## src/rtl/nibble_packer.sv

```systemverilog
// Packs a serial stream of 4-bit values into 16-bit words (first nibble in [15:12]) behind a
// one-entry registered valid/ready output. Optional word/pad counters: NIBBLE_PACKER_STATS_EN.
module nibble_packer #(
   parameter logic [3:0] PAD = 4'hF
) (
   input  logic        clk,
   input  logic        rst,
   input  logic [3:0]  in_data,
   input  logic        in_valid,
   input  logic        in_last,
   output logic        in_ready,
   output logic [15:0] out_data,
   output logic        out_valid,
   input  logic        out_ready
`ifdef NIBBLE_PACKER_STATS_EN
   ,
   output logic [7:0]  word_count,
   output logic [7:0]  pad_count
`endif
);

   // Writes nibble d at position k; on completion every later position takes PAD.
   function automatic logic [15:0] pack_word(input logic [15:0] acc,
                                             input logic [1:0]  k,
                                             input logic [3:0]  d,
                                             input logic        complete);
      logic [15:0] w;
      w = acc;
      for (int i = 0; i < 4; i++) begin
         if (i == int'(k)) begin
            w[15-4*i -: 4] = d;
         end else if ((i > int'(k)) && complete) begin
            w[15-4*i -: 4] = PAD;
         end else begin
            w[15-4*i -: 4] = acc[15-4*i -: 4];
         end
      end
      return w;
   endfunction

   logic [15:0] acc_q, acc_d;
   logic [1:0]  cnt_q, cnt_d;
   logic        pend_q, pend_d;
   logic [15:0] obuf_q, obuf_d;
   logic        ovalid_q, ovalid_d;

   logic        accept_s;
   logic        emit_s;
   logic        slot_free_s;
   logic        complete_s;
   logic        load_s;
   logic [15:0] word_s;
   logic [15:0] load_word_s;

`ifdef NIBBLE_PACKER_STATS_EN
   logic [7:0]  word_count_q, word_count_d;
   logic [7:0]  pad_count_q, pad_count_d;
   logic        apad_q, apad_d;
   logic        opad_q, opad_d;
   logic        padded_s;
   logic        load_pad_s;
`endif

   // Handshake decode and next-state for accumulator, pending flag and output register.
   always_comb begin
      accept_s    = in_valid & ~pend_q;
      emit_s      = ovalid_q & out_ready;
      slot_free_s = ~ovalid_q | out_ready;
      complete_s  = accept_s & ((cnt_q == 2'd3) | in_last);
      word_s      = pack_word(acc_q, cnt_q, in_data, complete_s);

      acc_d       = acc_q;
      cnt_d       = cnt_q;
      pend_d      = pend_q;
      obuf_d      = obuf_q;
      ovalid_d    = ovalid_q;
      load_s      = 1'b0;
      load_word_s = acc_q;

      // A held word always drains first; no nibble can be accepted while it waits.
      if (pend_q) begin
         if (slot_free_s) begin
            load_s      = 1'b1;
            load_word_s = acc_q;
            pend_d      = 1'b0;
            acc_d       = 16'h0000;
         end else begin
            pend_d      = 1'b1;
         end
      end else if (complete_s) begin
         cnt_d = 2'd0;
         if (slot_free_s) begin
            load_s      = 1'b1;
            load_word_s = word_s;
            acc_d       = 16'h0000;
         end else begin
            acc_d  = word_s;
            pend_d = 1'b1;
         end
      end else if (accept_s) begin
         acc_d = word_s;
         cnt_d = cnt_q + 2'd1;
      end else begin
         acc_d = acc_q;
      end

      if (load_s) begin
         obuf_d   = load_word_s;
         ovalid_d = 1'b1;
      end else if (emit_s) begin
         ovalid_d = 1'b0;
      end else begin
         ovalid_d = ovalid_q;
      end
   end

   // Packing state registers.
   always_ff @(posedge clk) begin
      if (rst) begin
         acc_q    <= 16'h0000;
         cnt_q    <= 2'd0;
         pend_q   <= 1'b0;
         obuf_q   <= 16'h0000;
         ovalid_q <= 1'b0;
      end else begin
         acc_q    <= acc_d;
         cnt_q    <= cnt_d;
         pend_q   <= pend_d;
         obuf_q   <= obuf_d;
         ovalid_q <= ovalid_d;
      end
   end

   assign in_ready  = ~pend_q;
   assign out_data  = obuf_q;
   assign out_valid = ovalid_q;

`ifdef NIBBLE_PACKER_STATS_EN
   // Padding is tracked as a flag alongside the word, so a real PAD-valued nibble never counts.
   always_comb begin
      padded_s     = complete_s & (cnt_q != 2'd3);
      apad_d       = apad_q;
      opad_d       = opad_q;
      load_pad_s   = apad_q;
      word_count_d = word_count_q;
      pad_count_d  = pad_count_q;

      if (pend_q) begin
         load_pad_s = apad_q;
      end else if (complete_s && !slot_free_s) begin
         apad_d     = padded_s;
         load_pad_s = padded_s;
      end else begin
         load_pad_s = padded_s;
      end

      if (load_s) begin
         opad_d = load_pad_s;
      end else begin
         opad_d = opad_q;
      end

      if (emit_s) begin
         word_count_d = word_count_q + 8'd1;
         if (opad_q) begin
            pad_count_d = pad_count_q + 8'd1;
         end else begin
            pad_count_d = pad_count_q;
         end
      end else begin
         word_count_d = word_count_q;
      end
   end

   // Statistics registers.
   always_ff @(posedge clk) begin
      if (rst) begin
         apad_q       <= 1'b0;
         opad_q       <= 1'b0;
         word_count_q <= 8'd0;
         pad_count_q  <= 8'd0;
      end else begin
         apad_q       <= apad_d;
         opad_q       <= opad_d;
         word_count_q <= word_count_d;
         pad_count_q  <= pad_count_d;
      end
   end

   assign word_count = word_count_q;
   assign pad_count  = pad_count_q;
`endif

endmodule

```

## config.mk

```make
export PLATFORM = sky130hd
export DESIGN_NAME = nibble_packer
export DESIGN_NICKNAME = d
export VERILOG_FILES = /design/src/rtl/nibble_packer.sv
export SDC_FILE = /design/constraint.sdc
export NUM_CORES = 1
export LEC_CHECK = 0
export ABC_AREA = 1
export BUFFER_PORTS_ARGS = -buffer_cell sky130_fd_sc_hd__buf_4
export CAP_MARGIN = 20
export CORE_MARGIN = 10
export CORE_UTILIZATION = 40
export CTS_CLUSTER_SIZE = 10
export DETAILED_ROUTE_END_ITERATION = 10
export SLEW_MARGIN = 20
export SYNTH_ARGS = -nofsm -noshare
export SYNTH_HDL_FRONTEND = slang
export SYNTH_SLANG_ARGS = --single-unit
```

## constraint.sdc

```tcl
create_clock -name clk -period 2.5 [get_ports clk]
set_input_delay 0.25 -clock clk [delete_from_list [all_inputs] [get_ports clk]]
set_output_delay 0.25 -clock clk [all_outputs]
set_load 0.005 [all_outputs]
```

# Yosys cells after proc, flatten, opt, wreduce, memory -nomap -nowiden
# Cells that the tools add are included.
[word_totals]
register_bits = 36
input_bits = 9
out_inout_bits = 18
wordCells = 55
[op_classes]
n_addsub = 1
n_lt_le_gt_ge = 3
n_eq_ne = 5
n_mux = 25
bitwise = 7
reduce_logical = 9
[ops]
columns = ["op", "n"]
rows = [
  ["$mux W16", 8],
  ["$mux W4", 7],
  ["$mux W1", 8],
  ["$eq A2 B2 Y1 const A", 2],
  ["$gt A2 B2 Y1 const A", 2],
  ["$mux W2", 2],
  ["$reduce_and A2 Y1", 2],
  ["$reduce_bool A2 Y1", 2],
  ["$and A1 B1 Y1", 3],
  ["$logic_and A1 B1 Y1", 3],
  ["$reduce_bool A3 Y1", 1],
  ["$add A2 B1 Y2 const B", 1],
  ["$eq A1 B2 Y1 const A", 1],
  ["$eq A2 B2 Y1 const B", 1],
  ["$gt A1 B2 Y1 const A", 1],
  ["$logic_not A2 Y1", 1],
  ["$ne A2 B1 Y1 const B", 1],
  ["$not A1 Y1", 2],
  ["$or A1 B1 Y1", 2],
]

# Depth between registers and ports, before layout
[logic_depth]
ltp_word = 9
depth_mapped = 11
ltp_nobuf = 10

# Least setup slack after synthesis
# OpenSTA, ideal clock, no wires.
[synth_timing]
path_type = "register to register"
start = "register cnt_q[0]"
end = "register obuf_q[12] (netlist: out_data[12])"
setup_ns = 0.132
arrival_ns = 1.227
t_required_ns = 2.368
path_slack_ns = 1.140
path_stages_with_launch = 11
n_path_buf = 2
synth_period_minus_slack_ns = 1.360
path_cell_list = "dfxtp_1 ha_1 buf_6 inv_4 nand2_8 nand3_4 inv_2 buf_6 nand2_1 nand2_1 a21oi_1"
[synth_via]
elab_chain_cells = 5
word_cells_on_any_way = 10
[synth_lines]
columns = ["element", "line_no", "rtl"]
rows = [
  ["start: declaration", "42", "logic [1:0] cnt_q, cnt_d;"],
  ["start signal: assignment", "127", "cnt_q <= cnt_d;"],
  ["$eq A2 B2 Y1 / $logic_not A2 Y1 (equally long branches)", "69, 30", ""],
  ["$or A1 B1 Y1 / $mux W4 (equally long branches)", "69, 30", ""],
  ["$and A1 B1 Y1 / $mux W16 (equally long branches)", "69, 92", ""],
  ["$mux W16 / $mux W1 (equally long branches)", "90", "end else if (complete_s) begin"],
  ["$mux W16 / $mux W1 (equally long branches)", "81", "if (pend_q) begin"],
  ["end signal: assignment", "129", "obuf_q <= obuf_d;"],
  ["end: declaration", "44", "logic [15:0] obuf_q, obuf_d;"],
]
# Several ways; a longest one is shown, not always the timed one.
# A chain may end at the register's enable or synchronous reset.

# Final worst setup path
[layout_timing]
start = "register cnt_q[1]"
end = "register obuf_q[3] (netlist: out_data[3])"
[layout_via]
elab_chain_cells = 9
word_cells_on_any_way = 13
[layout_lines]
columns = ["element", "line_no", "rtl"]
rows = [
  ["$eq A2 B2 Y1", "69", "complete_s = accept_s & ((cnt_q == 2'd3) | in_last);"],
  ["$or A1 B1 Y1", "69", ""],
  ["$and A1 B1 Y1", "69", ""],
  ["$logic_and A1 B1 Y1", "32", "end else if ((i > int'(k)) && complete) begin"],
  ["$mux W4", "32", ""],
  ["$mux W4", "30", "if (i == int'(k)) begin"],
  ["$mux W16", "92", "if (slot_free_s) begin"],
  ["$mux W16", "90", ""],
  ["$mux W16", "81", ""],
]
# Several ways; a longest one is shown, not always the timed one.

==> metrics.md <==
| Metric | Value |
|---|---|
| Final setup margin | `0.6622 ns` |
| Avg Cell Area, Syn | `6.933 µm²` |
| TritonCTS clock tree | `yes` |
| Die Y | `89.54 µm` |
| Ports | `27` |
| Leak Pwr | `1.022 nW` |
| Warnings, synthesis | `0` |
| Crit path cell chain | `ha_1, inv_4, nand2_8, nand3_4, inv_2, nand3_1, nand2_1, inv_1, nor2_1` |
| Worst-case reg-to-reg path depth | `9` |
| Post-CTS Setup Bufs | `0` |
| Class of the worst hold path | `in -> reg` |
| Wirelength, routed | `4.800 mm` |
| Setup_tns | `0 ns` |
| CP Data Required Time | `2.72 ns` |
| Storage element area | `720.7 µm²` |
| Placer Congestion | `0.7743` |
| CP Depth | `9` |
| Status | `completed` |
| Via count | `1802` |
| Top cell type's share of synthesized area | `37.26%` |
| Final-report setup violation count | `0` |
| Cell family with most CP delay | `simple AND/OR/NAND/NOR gates` |
| Critical path arrival | `2.06 ns` |
| Vias per cell | `5.105` |
| Setup CP Type | `reg -> reg` |
| Clock Skews | `0.005616 ns` |
| Vias in the first global route | `1722` |
| R2r endpoint | `out_data[3]` |
| Final hold violation count | `0` |
| Pin count of the biggest net entering global routing | `26` |
| Worst Path Max Fanout | `20` |
| Critical R2R Launch | `cnt_q[1]` |
| Clock sinks | `36` |
| Syn_nets | `292` |
| Synth area leader | `dfxtp_1` |
| Worst Setup End Kind | `register` |
| Layout cells sized above 1 | `15.72%` |
| Number of diodes | `0` |
| Post-route DRC | `0` |
| Final core occ | `47.01%` |
| MaxCap Viol Count | `0` |
| Synth area leaders | `dfxtp_1 (37%), nand2_1 (15%), a21oi_1 (7.5%), nand3_1 (7.5%), o21ai_0 (4.4%)` |
| Unique masters post-synth | `27` |
| Die width | `89.54 µm` |
| CTS clk-pin slew, worst paths | `0.07 ns` |
| Max IR drop VDD | `0.2863 mV` |
| DP Worst Slack | `0.6820 ns` |
| Critical path launch point type | `register` |
| Syn Inst Count | `279` |
| Iter 0 DRT Violations | `123` |
| Layout net count | `311` |
| Sequential cell area fraction in the yosys report | `37.26%` |
| RSZ-0062 raised after global routing | `no` |
| Row cnt | `25` |
| Hold slack final | `0.3197 ns` |
| Slowest stage cell, crit path | `dfxtp_1` |
| CP endpoint | `out_data[3]` |
| Detail Route Antenna Nets | `0` |
| Antenna violations before repair | `0` |
| Filler cells | `501` |
| Global-route wire length before repair | `8.238 mm` |
| Multi-input gate area in the final layout | `1013 µm²` |
| Worst-margin pin slew | `0.6117 ns` |
| Tot Pwr | `1.292 mW` |
| Fmax | `544.1 MHz` |
| GR Overflow Total | `0` |
| Clk root buf | `clkbuf_8` |
| Die ar. | `8017 µm²` |
| Pwr/cell area | `585.9 nW/µm²` |
| Worst path buffer plus inverter count | `3` |
| Fin crit share | `73.51%` |
| Core box area | `4692 µm²` |
| Slew headroom | `59.22%` |
| Count of state elements after synthesis | `36` |
| All-layer global routing usage | `13.19%` |
| R2r setup slk | `0.66 ns` |
| Post-CTS Hold Fix Bufs | `0` |
| DR WL/cell | `13.60 µm` |
| CP Launch Point | `cnt_q[1]` |
| Slew Limit Fails | `0` |
| CTS-repair resized insts | `0` |
| Detailed-router iteration count before antenna repair | `5` |
| Starting Density | `41.23%` |
| Area Growth Syn to Fin | `14.04%` |
| Synthesized area | `1934 µm²` |
| Worst-Skew Late Latency | `0.29 ns` |
| Maximum buffer depth of the clock tree | `2` |
| Final HPWL DP | `3.360 mm` |
| Clock H-tree levels | `2` |
| Slowest Stage Delay on Critical Path | `0.40 ns` |
| PortBufs | `26` |
| CTS Buf Count | `5` |
| Fin crit period | `1.838 ns` |
## where the power goes
| part | total, mW | internal (mW) | switching, mW | leakage, nW |
|---|---|---|---|---|
| clock network | 0.424 | 0.225 | 0.199 | 0.0455 |
| registers | 0.630 | 0.609 | 0.0210 | 0.295 |
| logic | 0.239 | 0.0979 | 0.141 | 0.682 |
## cells in the final DEF (no fill, tap or decap)
| cell | n |
|---|---|
| clkbuf_8 | 6 |
| nand2_8 | 1 |
| inv_4 | 1 |
| nand3_4 | 1 |
| nand3_2 | 1 |
| inv_1 | 22 |
| nand3b_1 | 10 |
| nand2_2 | 2 |
| a21oi_2 | 1 |
| dfxtp_1 | 36 |
| clkbuf_1 | 2 |
| inv_2 | 2 |
| nand2_4 | 1 |
| ha_1 | 4 |
| o21ai_0 | 17 |
| a21oi_1 | 29 |
| nor2_1 | 21 |
| o21ai_1 | 1 |
| buf_4 | 29 |
| nand2_1 | 77 |
| nor2_4 | 1 |
| a211oi_1 | 3 |
| a31oi_1 | 1 |
| nand3_1 | 29 |
| nor2_8 | 1 |
## through the flow
stage          instance area (µm²)  instances
2_1_floorplan                 1934        279
3_3_place_gp                  2116        345
3_5_place_dp                  2116        345
4_1_cts                       2206        353
5_1_grt                       2206        353
6_report                      2206        353
## how the worst min path moves through the flow
stage	startpoint	endpoint	slack, ns	cells past startpoint
floorplan	acc_q[12]	acc_q[12]	0.45	2
global placement	acc_q[12]	acc_q[12]	0.47	2
detailed placement	acc_q[10]	acc_q[10]	0.47	2
CTS	in_valid	cnt_q[1]	0.32	3
global route	in_valid	cnt_q[1]	0.33	3
finish	in_valid	cnt_q[1]	0.32	3
## layer usage
metal  vias up  global-route usage (%)  part of all wire, %  wire length [µm]
met2        44                   21.77                   46              2199
met1       808                   15.67                   47              2240
met5         -                       0                    0                 0
met4         0                   4.769                  1.8                85
met3         9                   4.102                  5.7               274
li1        941                       -                    -                 -
## cell usage after synthesis, drive strengths merged
| library cell | count |
|---|---|
| nand2 | 81 |
| dfxtp | 36 |
| nand3 | 31 |
| a21oi | 30 |
| inv | 25 |
| nor2 | 23 |
| o21ai | 18 |
| nand3b | 10 |
| buf | 9 |
| clkbuf | 8 |
| ha | 4 |
| a211oi | 3 |
| a31oi | 1 |
## state kept, by name, indices dropped and copies added, names as in the netlist
| register | cells |
|---|---|
| out_valid | 1 |
| out_data | 16 |
| cnt_q | 2 |
| acc_q | 16 |
| pend_q | 1 |
## cell families (layout without fill, tap and decap cells)
kind of cell,count (synthesis),in the layout,share of synthesized area [%]
flip-flops,36,36,37.26
AND/OR/NAND/NOR,145,145,35.71
buffers and inverters,42,62,10.35
AO/OA/AOI/OAI,52,52,14.10
adder cells (fa/ha/maj),4,4,2.587
## tightest hold or removal path, cell delays in order
cell and delay, ns:
buf_4 0.11, nand2_1 0.11, a211oi_1 0.08
## final cells by class
type	count	share of cell area [%]
multi-input cells	201	45.94
flip-flops and latches	36	32.67
repair buffers	29	9.870
inverters	25	4.368
clock buffers	8	4.084
well taps	54	3.063
(Power assumes the default switching activity.)
